## src/rtl/proc_pkg.sv

```systemverilog
// Shared definitions for the 16-bit processor: the NOP encoding, the opcode map
// and the instruction memory controller states.
package proc_pkg;

  localparam logic [15:0] NOP_WORD = 16'h0000;

  localparam logic [2:0] ADD  = 3'b000;
  localparam logic [2:0] SUB  = 3'b001;
  localparam logic [2:0] HALT = 3'b011;
  localparam logic [2:0] OUT  = 3'b100;
  localparam logic [2:0] LDI  = 3'b101;
  localparam logic [2:0] BNE  = 3'b110;
  localparam logic [2:0] JMP  = 3'b111;

  typedef enum logic [1:0] {
    CLEAR = 2'd0,
    IDLE  = 2'd1,
    LOAD  = 2'd2
  } state_t;

endpackage

```

## src/rtl/imem_storage.sv

```systemverilog
// DEPTH x DATA_W instruction array with one write port and one synchronous read port.
module imem_storage #(
  parameter int DATA_W = 16,
  parameter int DEPTH  = 256,
  parameter int AW     = 8
) (
  input  logic              clk,
  input  logic              we_i,
  input  logic [AW-1:0]     waddr_i,
  input  logic [DATA_W-1:0] wdata_i,
  input  logic              re_i,
  input  logic [AW-1:0]     raddr_i,
  output logic [DATA_W-1:0] rdata_o
);

  logic [DATA_W-1:0] mem_q [DEPTH];
  logic [DATA_W-1:0] rdata_q;

  always_ff @(posedge clk) begin
    if (we_i) mem_q[waddr_i] <= wdata_i;
    if (re_i) rdata_q <= mem_q[raddr_i];
  end

  assign rdata_o = rdata_q;

endmodule

```

## src/rtl/instruction_ram.sv

```systemverilog
// Writable instruction memory: self-clears to NOP after reset, serves registered
// fetches with a valid strobe, and accepts program images over a valid/ready load port.
module instruction_ram
  import proc_pkg::*;
#(
  parameter int                 DATA_W   = 16,
  parameter int                 ADDR_W   = 16,
  parameter int                 DEPTH    = 256,
  parameter logic [DATA_W-1:0]  NOP_WORD = proc_pkg::NOP_WORD
) (
  input  logic              clk,
  input  logic              reset,
  input  logic              fetch_req,
  input  logic [ADDR_W-1:0] fetch_addr,
  output logic [DATA_W-1:0] instruction,
  output logic              instr_valid,
  output logic              busy,
  input  logic              load_start,
  input  logic [ADDR_W-1:0] load_base,
  input  logic [ADDR_W:0]   load_count,
  input  logic              load_valid,
  input  logic [DATA_W-1:0] load_data,
  output logic              load_ready,
  output logic              load_done,
  output logic              load_error,
  output state_t            state_dbg
);

  localparam int               AW      = (DEPTH > 1) ? $clog2(DEPTH) : 1;
  localparam logic [ADDR_W:0]  DEPTH_W = (ADDR_W+1)'(DEPTH);
  localparam logic [AW-1:0]    LAST    = AW'(DEPTH - 1);

  // Load handshake: a beat transfers on a cycle where load_valid && load_ready.
  // load_ready is high for the whole LOAD state; gaps in load_valid just stall.

  state_t              state_q, state_d;
  logic [AW-1:0]       clr_ptr_q;
  logic [ADDR_W:0]     ptr_q, rem_q;
  logic                nop_sel_q, valid_q, done_q, err_q;

  logic                fetch_go, start_go, beat, ptr_in_range, fetch_in_range;
  logic                mem_we;
  logic [AW-1:0]       mem_waddr;
  logic [DATA_W-1:0]   mem_wdata, mem_rdata;

  assign fetch_go       = (state_q == IDLE) && fetch_req && !load_start;
  assign start_go       = (state_q == IDLE) && load_start;
  assign beat           = (state_q == LOAD) && load_valid;
  assign ptr_in_range   = ptr_q < DEPTH_W;
  assign fetch_in_range = {1'b0, fetch_addr} < DEPTH_W;

  always_ff @(posedge clk or posedge reset) begin
    if (reset) state_q <= CLEAR;
    else       state_q <= state_d;
  end

  always_comb begin
    state_d = state_q;
    unique case (state_q)
      CLEAR: if (clr_ptr_q == LAST) state_d = IDLE;
      IDLE:  if (load_start && (load_count != '0)) state_d = LOAD;
      LOAD:  if (beat && (rem_q == (ADDR_W+1)'(1))) state_d = IDLE;
      default: state_d = CLEAR;
    endcase
  end

  always_comb begin
    busy       = 1'b1;
    load_ready = 1'b0;
    mem_we     = 1'b0;
    mem_waddr  = clr_ptr_q;
    mem_wdata  = NOP_WORD;
    unique case (state_q)
      CLEAR: mem_we = 1'b1;
      IDLE:  busy = 1'b0;
      LOAD: begin
        load_ready = 1'b1;
        mem_we     = beat && ptr_in_range;
        mem_waddr  = ptr_q[AW-1:0];
        mem_wdata  = load_data;
      end
      default: ;
    endcase
  end

  // nop_sel_q resets high so instruction reads as NOP before the first fetch.
  always_ff @(posedge clk or posedge reset) begin
    if (reset) begin
      clr_ptr_q <= '0;
      ptr_q     <= '0;
      rem_q     <= '0;
      nop_sel_q <= 1'b1;
      valid_q   <= 1'b0;
      done_q    <= 1'b0;
      err_q     <= 1'b0;
    end else begin
      if (state_q == CLEAR) clr_ptr_q <= clr_ptr_q + AW'(1);
      if (start_go) begin
        ptr_q <= {1'b0, load_base};
        rem_q <= load_count;
      end else if (beat) begin
        ptr_q <= ptr_q + (ADDR_W+1)'(1);
        rem_q <= rem_q - (ADDR_W+1)'(1);
      end
      valid_q <= fetch_go;
      if (fetch_go) nop_sel_q <= !fetch_in_range;
      done_q  <= (start_go && (load_count == '0)) || (beat && (rem_q == (ADDR_W+1)'(1)));
      if (start_go)                  err_q <= 1'b0;
      else if (beat && !ptr_in_range) err_q <= 1'b1;
    end
  end

  imem_storage #(
    .DATA_W (DATA_W),
    .DEPTH  (DEPTH),
    .AW     (AW)
  ) u_storage (
    .clk     (clk),
    .we_i    (mem_we),
    .waddr_i (mem_waddr),
    .wdata_i (mem_wdata),
    .re_i    (fetch_go),
    .raddr_i (fetch_addr[AW-1:0]),
    .rdata_o (mem_rdata)
  );

  assign instruction = nop_sel_q ? NOP_WORD : mem_rdata;
  assign instr_valid = valid_q;
  assign load_done   = done_q;
  assign load_error  = err_q;
  assign state_dbg   = state_q;

endmodule

```

## config.mk

```make
export PLATFORM = sky130hd
export DESIGN_NAME = instruction_ram
export DESIGN_NICKNAME = d
export VERILOG_FILES = /design/src/rtl/proc_pkg.sv /design/src/rtl/imem_storage.sv /design/src/rtl/instruction_ram.sv
export SDC_FILE = /design/constraint.sdc
export NUM_CORES = 2
export LEC_CHECK = 0
export CORE_MARGIN = 5
export CORE_UTILIZATION = 30
export DETAILED_ROUTE_END_ITERATION = 16
export PLACE_DENSITY = 0.47
export SKIP_CTS_REPAIR_TIMING = 1
export SYNTH_ARGS = -nofsm -noshare
export SYNTH_HDL_FRONTEND = slang
export SYNTH_SLANG_ARGS = --single-unit
```

## constraint.sdc

```tcl
create_clock -name clk -period 6.4 [get_ports clk]
set_input_delay 0.96 -clock clk [delete_from_list [all_inputs] [get_ports clk]]
set_output_delay 0.96 -clock clk [all_outputs]
set_load 0.05 [all_outputs]
```

Word level (Yosys, flattened, before mapping)
Memories as Yosys holds them, arrays and structs flattened. A register that Yosys moved wholly into a read port is not among the register bits. Index checks and enable logic that the tools add are counted.

Bits in registers: 48. Bits in latches: 0. Bits in writable memories: 4096. Bits in read-only memories: 0. Output and inout port bits: 23. Word-level logic and storage cells: 58. Memories kept: 1.

$add $sub $neg: 3. Multiply operators: 0. Div/mod/pow operators: 0. Order comparisons: 2. Equal/unequal tests: 7. Shifts and indexed selects: 0. Muxes and demuxes: 18. Bitwise gates (word level): 0. Reduce and logical (&&, ||, !) cells: 19.

Memory list: u_storage.mem_q (words 256, bits a word 16, rd ports 1, clocked after Yosys merged registers in 1, write ports 1, line imem_storage.sv:16) `logic [DATA_W-1:0] mem_q [DEPTH];`.

Operator list (count): 17-bit 2-to-1 mux (4); 16-bit 2-to-1 mux (2); 17-bit by 1-bit adder with 17-bit output (second input constant) (1); 17-bit by 1-bit equality test with 1-bit output (second input constant) (1); 17-bit zero test (1); 17-bit by 9-bit < comparator with 1-bit output (second input constant) (1); 17-bit nonzero test (1); 17-bit by 1-bit subtractor with 17-bit output (second input constant) (1); 16-bit by 9-bit < comparator with 1-bit output (second input constant) (1); 1-bit logical AND (9); 8-bit by 1-bit adder with 8-bit output (second input constant) (1); 8-bit equality test (second input constant) (1); 8-bit 2-to-1 mux (1); 1-bit 2-to-1 mux (6); 2-bit 2-to-1 mux (3); 2-bit case mux with 3 select lines (1); 2-bit by 1-bit inequality test with 1-bit output (second input constant) (2); 2-bit nonzero test (2); 1-bit zero test (3); 3-bit AND reduction (1); 2-bit by 1-bit equality test with 1-bit output (second input constant) (1); 2-bit equality test (second input constant) (1); 2-bit zero test (1); 2-bit inequality test (second input constant) (1); other kinds (2) (2).

Logic depth before layout (Yosys ltp)
Word-level depth: 6. Mapped depth: 13.

By module
From an unflattened synthesis, not the netlist that was laid out.

Cells, all modules: 7695. Area total of the unflattened synthesis: 161827.7 µm².

Modules (own cells, without submodules): imem_storage (instances 1, cells an instance 7360, area each 158874.9 µm², seq. area each 123478.4 µm²); instruction_ram (instances 1, cells an instance 335, area each 2952.8 µm², seq. area each 1202.4 µm²).

Worst setup path before layout
No wires, ideal clock.

Path type: reg-to-reg. Start: register state_q[0], in the netlist state_dbg[0]. End: memory u_storage.mem_q[0][10], data pin. Library setup time: 867 ps. Data arrival time: 5442 ps. Slack: 91 ps. Stages on the path, launching flop included: 7. Path buffers: 3. Period minus slack after synthesis: 6309 ps. Path through: dfrtp_1 > nand2b_1 > inv_1 > clkbuf_1 > clkbuf_1 > clkbuf_1 > and2_1.

Longest elaborated chain between the ends: 2.

Ends and longest elaborated chain: from (decl) (line instruction_ram.sv:36) `state_t state_q, state_d;`; from (signal assigned) (line instruction_ram.sv:54) `else state_q <= state_d;`; 2-bit equality test (line instruction_ram.sv:73) `unique case (state_q)`; 16-bit 2-to-1 mux (line instruction_ram.sv:73); via mem_wdata[10] (line instruction_ram.sv:44) `logic [DATA_W-1:0] mem_wdata, mem_rdata;`; to (decl) (line imem_storage.sv:16).

The timed path passes the listed nets, and every way through them passes these cells.

Worst setup path in the final report
Start: register nop_sel_q. End: output port instruction[7].

Longest elaborated chain between the ends: 1.

Ends and longest elaborated chain: from (decl) (line instruction_ram.sv:39) `logic nop_sel_q, valid_q, done_q, err_q;`; from (signal assigned) (line instruction_ram.sv:106) `if (fetch_go) nop_sel_q <= !fetch_in_range;`; 16-bit 2-to-1 mux (line instruction_ram.sv:127) `assign instruction = nop_sel_q ? NOP_WORD : mem_rdata;`; to (decl) (line instruction_ram.sv:15) `output logic [DATA_W-1:0] instruction,`.

No other way between the ends.

==> results.json <==
{
  "outcome": "completed",
  "fillerInstances": 50200,
  "synth_top_area_share_pct": 76.2,
  "comb_power_share_pct": 11.9,
  "count_of_buffering_cells_on_the_critical_path_with_inverters_included": 1,
  "max_freq_ghz": 0.215,
  "dp_hpwl_um": 300000,
  "clock_transition_time_at_the_flip_flop_clock_pins_of_the_worst_setup_and_hold_paths_ns": 0.06,
  "netlist.top_cell.by_area": "sky130_fd_sc_hd__edfxtp_1",
  "fin_skew_ns": 0.0693,
  "postSynthCellCount": 7719,
  "maxUsedRoutingLayer": "met5",
  "initial_utilization_pct": 30.0,
  "largest_driver_fanout_on_the_critical_path": 17,
  "worstPathRequired_ns": 5.44,
  "routed-via-count": 82300,
  "hold_violations": 0,
  "finalMaxSlewViolations": 0,
  "grt_pass1_wl_um": 680000,
  "tcrit_tclk_final_pct": 72.8,
  "portBuffers": 92,
  "min_path_type": "input port to async pin",
  "wl_per_cell_um": 31.0,
  "pwr-share-clk_pct": 38.1,
  "tns_ns": 0,
  "cts-buffers-inserted": 444,
  "dieArea_um2": 555000,
  "period_needed_ns": 4.66,
  "placedCellCount": 15000,
  "most_frequent_standard_cell_in_the_layout_excluding_fill_and_tap_cells": "sky130_fd_sc_hd__edfxtp_1",
  "path_class": "register to output pin",
  "max_slew_margin_pct": 8.43,
  "io-pin-count": 93,
  "cts_tree": "yes",
  "ys_dominant_reg_cell": "sky130_fd_sc_hd__edfxtp_1",
  "met3_wirelength_um": 33200,
  "max-clock-path-buffers": 4,
  "mappedNetlistNets": 7793,
  "finalCoreUtilization_pct": 34.8,
  "detail_route.wirelength_um": 491000,
  "flow.area_growth_from_synthesis_pct": 16.0,
  "synthArstFlopShare_pct": 1.15,
  "synth_sequential_area_ratio_pct": 77.0,
  "power.leakage_nw": 59.5,
  "synth_enable_flop_cells": 4112,
  "coreArea_um2": 540000,
  "cts_root_buffer": "sky130_fd_sc_hd__clkbuf_16",
  "vias_per_cell": 5.19,
  "p_seq_share_pct": 49.9,
  "setup.worst_path.start_class": "register",
  "number_of_antenna_violations_at_the_first_check_in_global_routing": 43,
  "mappedNetlistArea_um2": 162000,
  "timing.critical_path.max_delay_family": "simple AND/OR/NAND/NOR gates",
  "clock_insertion_delay_worst_skew_ns": 1.01,
  "number_of_failing_setup_endpoints_in_the_final_timing_report": 0,
  "rsz0062_at_grt": "false",
  "worst-slew-pin-transition_ns": 1.36,
  "cts_htree_levels": 5,
  "synth-warning-count": 0,
  "track_usage_pct": 17.3,
  "layout-drive-gt1-share_pct": 24.0,
  "drt_first_pass_iters": 6,
  "route.met2.wl_um": 227000,
  "grt_overflow_total": 0,
  "finalWeightedCongestion": 0.842,
  "net-switching-power_mw": 17.4,
  "num-nets-final": 8325,
  "detail_route.drc_violations": 0,
  "path_cells": "nor2b_1 -> clkdlybuf4s50_1",
  "critical_path_cell_count": 2,
  "crit_path_top_delay_cell": "sky130_fd_sc_hd__nor2b_1",
  "antenna_left": 0,
  "post_synth_num_cell_types": 73,
  "reg2regPathDepth": 8,
  "timing.critical_path.slowest_cell_delay_ns": 1.05,
  "floorplan.die.width_um": 745,
  "data_arrival_time_at_the_worst_slack_endpoint_ns": 3.70,
  "die_y_um": 745,
  "finalWorstSetupSlack_ns": 1.74,
  "peak_ir_drop_on_the_vdd_network_mv": 0.307,
  "drv_cap": 0,
  "internal_power_mw": 49.3,
  "num_rows": 270,
  "syn-mean-instance-area_um2": 21.0,
  "mostFrequentLayoutCells": "sky130_fd_sc_hd__edfxtp_1, sky130_fd_sc_hd__mux4_2, sky130_fd_sc_hd__mux2i_1",
  "numClockSinks": 4160,
  "post_synth_main_area_contributors": "sky130_fd_sc_hd__edfxtp_1, sky130_fd_sc_hd__mux4_2, sky130_fd_sc_hd__mux2i_1",
  "drt_iter0_markers": 9174,
  "hold-worst-slack_ns": 0.486,
  "grt_max_degree": 161,
  "ys_ff_latch": 4160,
  "m1WireLength_um": 220000,
  "power.density_cell_area_nw_per_um2": 355,
  "finish.cell_count_without_fillers": 15900,
  "dp_worst_setup_slack_ns": 0.758,
  "via_count_of_the_first_global_routing_pass": 82900,
  "worst_setup_path_end_kind": "output pin",
  "power_switching_share_pct": 26.1
}
-- layer usage --
metal  GRT usage (%)  vias up
met5               0        -
met4            3.68        8
met3            2.92      554
met2            27.2     3087
met1            25.2    45100
li1                -    33600
-- area by class of cell --
type,count,area (µm²),area share [%]
Sequential cell,4160,125000,66.4
Multi-Input combinational cell,3087,34700,18.5
Clock buffer,533,11500,6.13
Tap cell,7208,9020,4.80
Timing Repair Buffer,548,4990,2.66
Clock inverter,289,2860,1.52
Inverter,10,50.0,0.0266
Antenna cell,17,42.5,0.0226
-- per-stage QoR --
step	cell area (µm²)	power, mW
2_1_floorplan	162000	38.1
3_3_place_gp	173000	41.6
3_5_place_dp	173000	41.9
4_1_cts	188000	67.4
5_1_grt	188000	68.9
6_report	188000	66.7
-- sequential cells by signal (all words and copies together), names as in the netlist --
register	count
load_done	1
rem_q	17
instr_valid	1
u_storage.rdata_o	16
clr_ptr_q	8
u_storage.mem_q	4096
ptr_q	17
load_error	1
state_dbg	2
nop_sel_q	1
-- path summary, 6_finish.rpt --
kind | startpoint | slack, ns | endpoint
setup reg to reg | ptr_q[9] | 2.02 | u_storage.mem_q[11][7]
min in group clk | load_error | 0.52 | load_error
setup / recovery | nop_sel_q | 1.74 | instruction[7]
max in group asynchronous | reset | 5.33 | rem_q[8]
hold / removal | reset | 0.49 | instr_valid
hold reg to reg | load_error | 0.52 | load_error
-- cells by family after synthesis --
logic type	after synthesis	synth area share, %
compound gates	767	3.42
xor+xnor	14	0.0757
fa+ha+maj	4	0.0309
buf+inv	472	1.90
flops	4160	77.0
mux	1392	15.0
simple gates	910	2.62
-- power groups by stage --
stage | combinational [mW] | sequential [mW] | clock (mW)
after floorplan | 3.69 | 34.4 | 0
after global placement | 7.85 | 33.8 | 0
after detailed placement | 8.12 | 33.8 | 0
after CTS | 8.12 | 33.3 | 26.0
after global routing | 8.42 | 33.3 | 27.2
final | 7.96 | 33.3 | 25.4
-- cell usage after synthesis (8+ instances only) --
cell	n
sky130_fd_sc_hd__xor2_1	8
sky130_fd_sc_hd__a22oi_1	31
sky130_fd_sc_hd__a221o_1	9
sky130_fd_sc_hd__o21ai_0	71
sky130_fd_sc_hd__a22o_1	26
sky130_fd_sc_hd__buf_4	21
sky130_fd_sc_hd__mux4_2	824
sky130_fd_sc_hd__buf_8	22
sky130_fd_sc_hd__nand4_1	14
sky130_fd_sc_hd__a211oi_1	46
sky130_fd_sc_hd__nor2b_1	22
sky130_fd_sc_hd__a2111oi_0	13
sky130_fd_sc_hd__nand2b_1	17
sky130_fd_sc_hd__clkbuf_1	211
sky130_fd_sc_hd__a221oi_1	42
sky130_fd_sc_hd__o22ai_2	10
sky130_fd_sc_hd__nand2_1	126
sky130_fd_sc_hd__nor2_1	368
sky130_fd_sc_hd__buf_12	21
sky130_fd_sc_hd__or3_1	17
sky130_fd_sc_hd__and2_1	32
sky130_fd_sc_hd__mux2i_1	557
sky130_fd_sc_hd__o22ai_1	181
sky130_fd_sc_hd__nor3b_1	9
sky130_fd_sc_hd__nand3b_1	11
sky130_fd_sc_hd__buf_2	84
sky130_fd_sc_hd__buf_1	33
sky130_fd_sc_hd__a32oi_1	11
sky130_fd_sc_hd__nand3_1	38
sky130_fd_sc_hd__nor3_1	183
sky130_fd_sc_hd__o221ai_1	154
sky130_fd_sc_hd__dfrtp_1	47
sky130_fd_sc_hd__inv_1	8
sky130_fd_sc_hd__edfxtp_1	4112
sky130_fd_sc_hd__or4_1	8
sky130_fd_sc_hd__buf_6	70
sky130_fd_sc_hd__o211ai_1	8
sky130_fd_sc_hd__nor4_1	41
sky130_fd_sc_hd__a21oi_1	117
-- worst min-delay path: stages --
cell and delay (ns):
sky130_fd_sc_hd__clkdlybuf4s50_1 0.42, sky130_fd_sc_hd__inv_2 0.05, sky130_fd_sc_hd__buf_4 0.52
No activity file was read; power rests on OpenSTA's default activity.
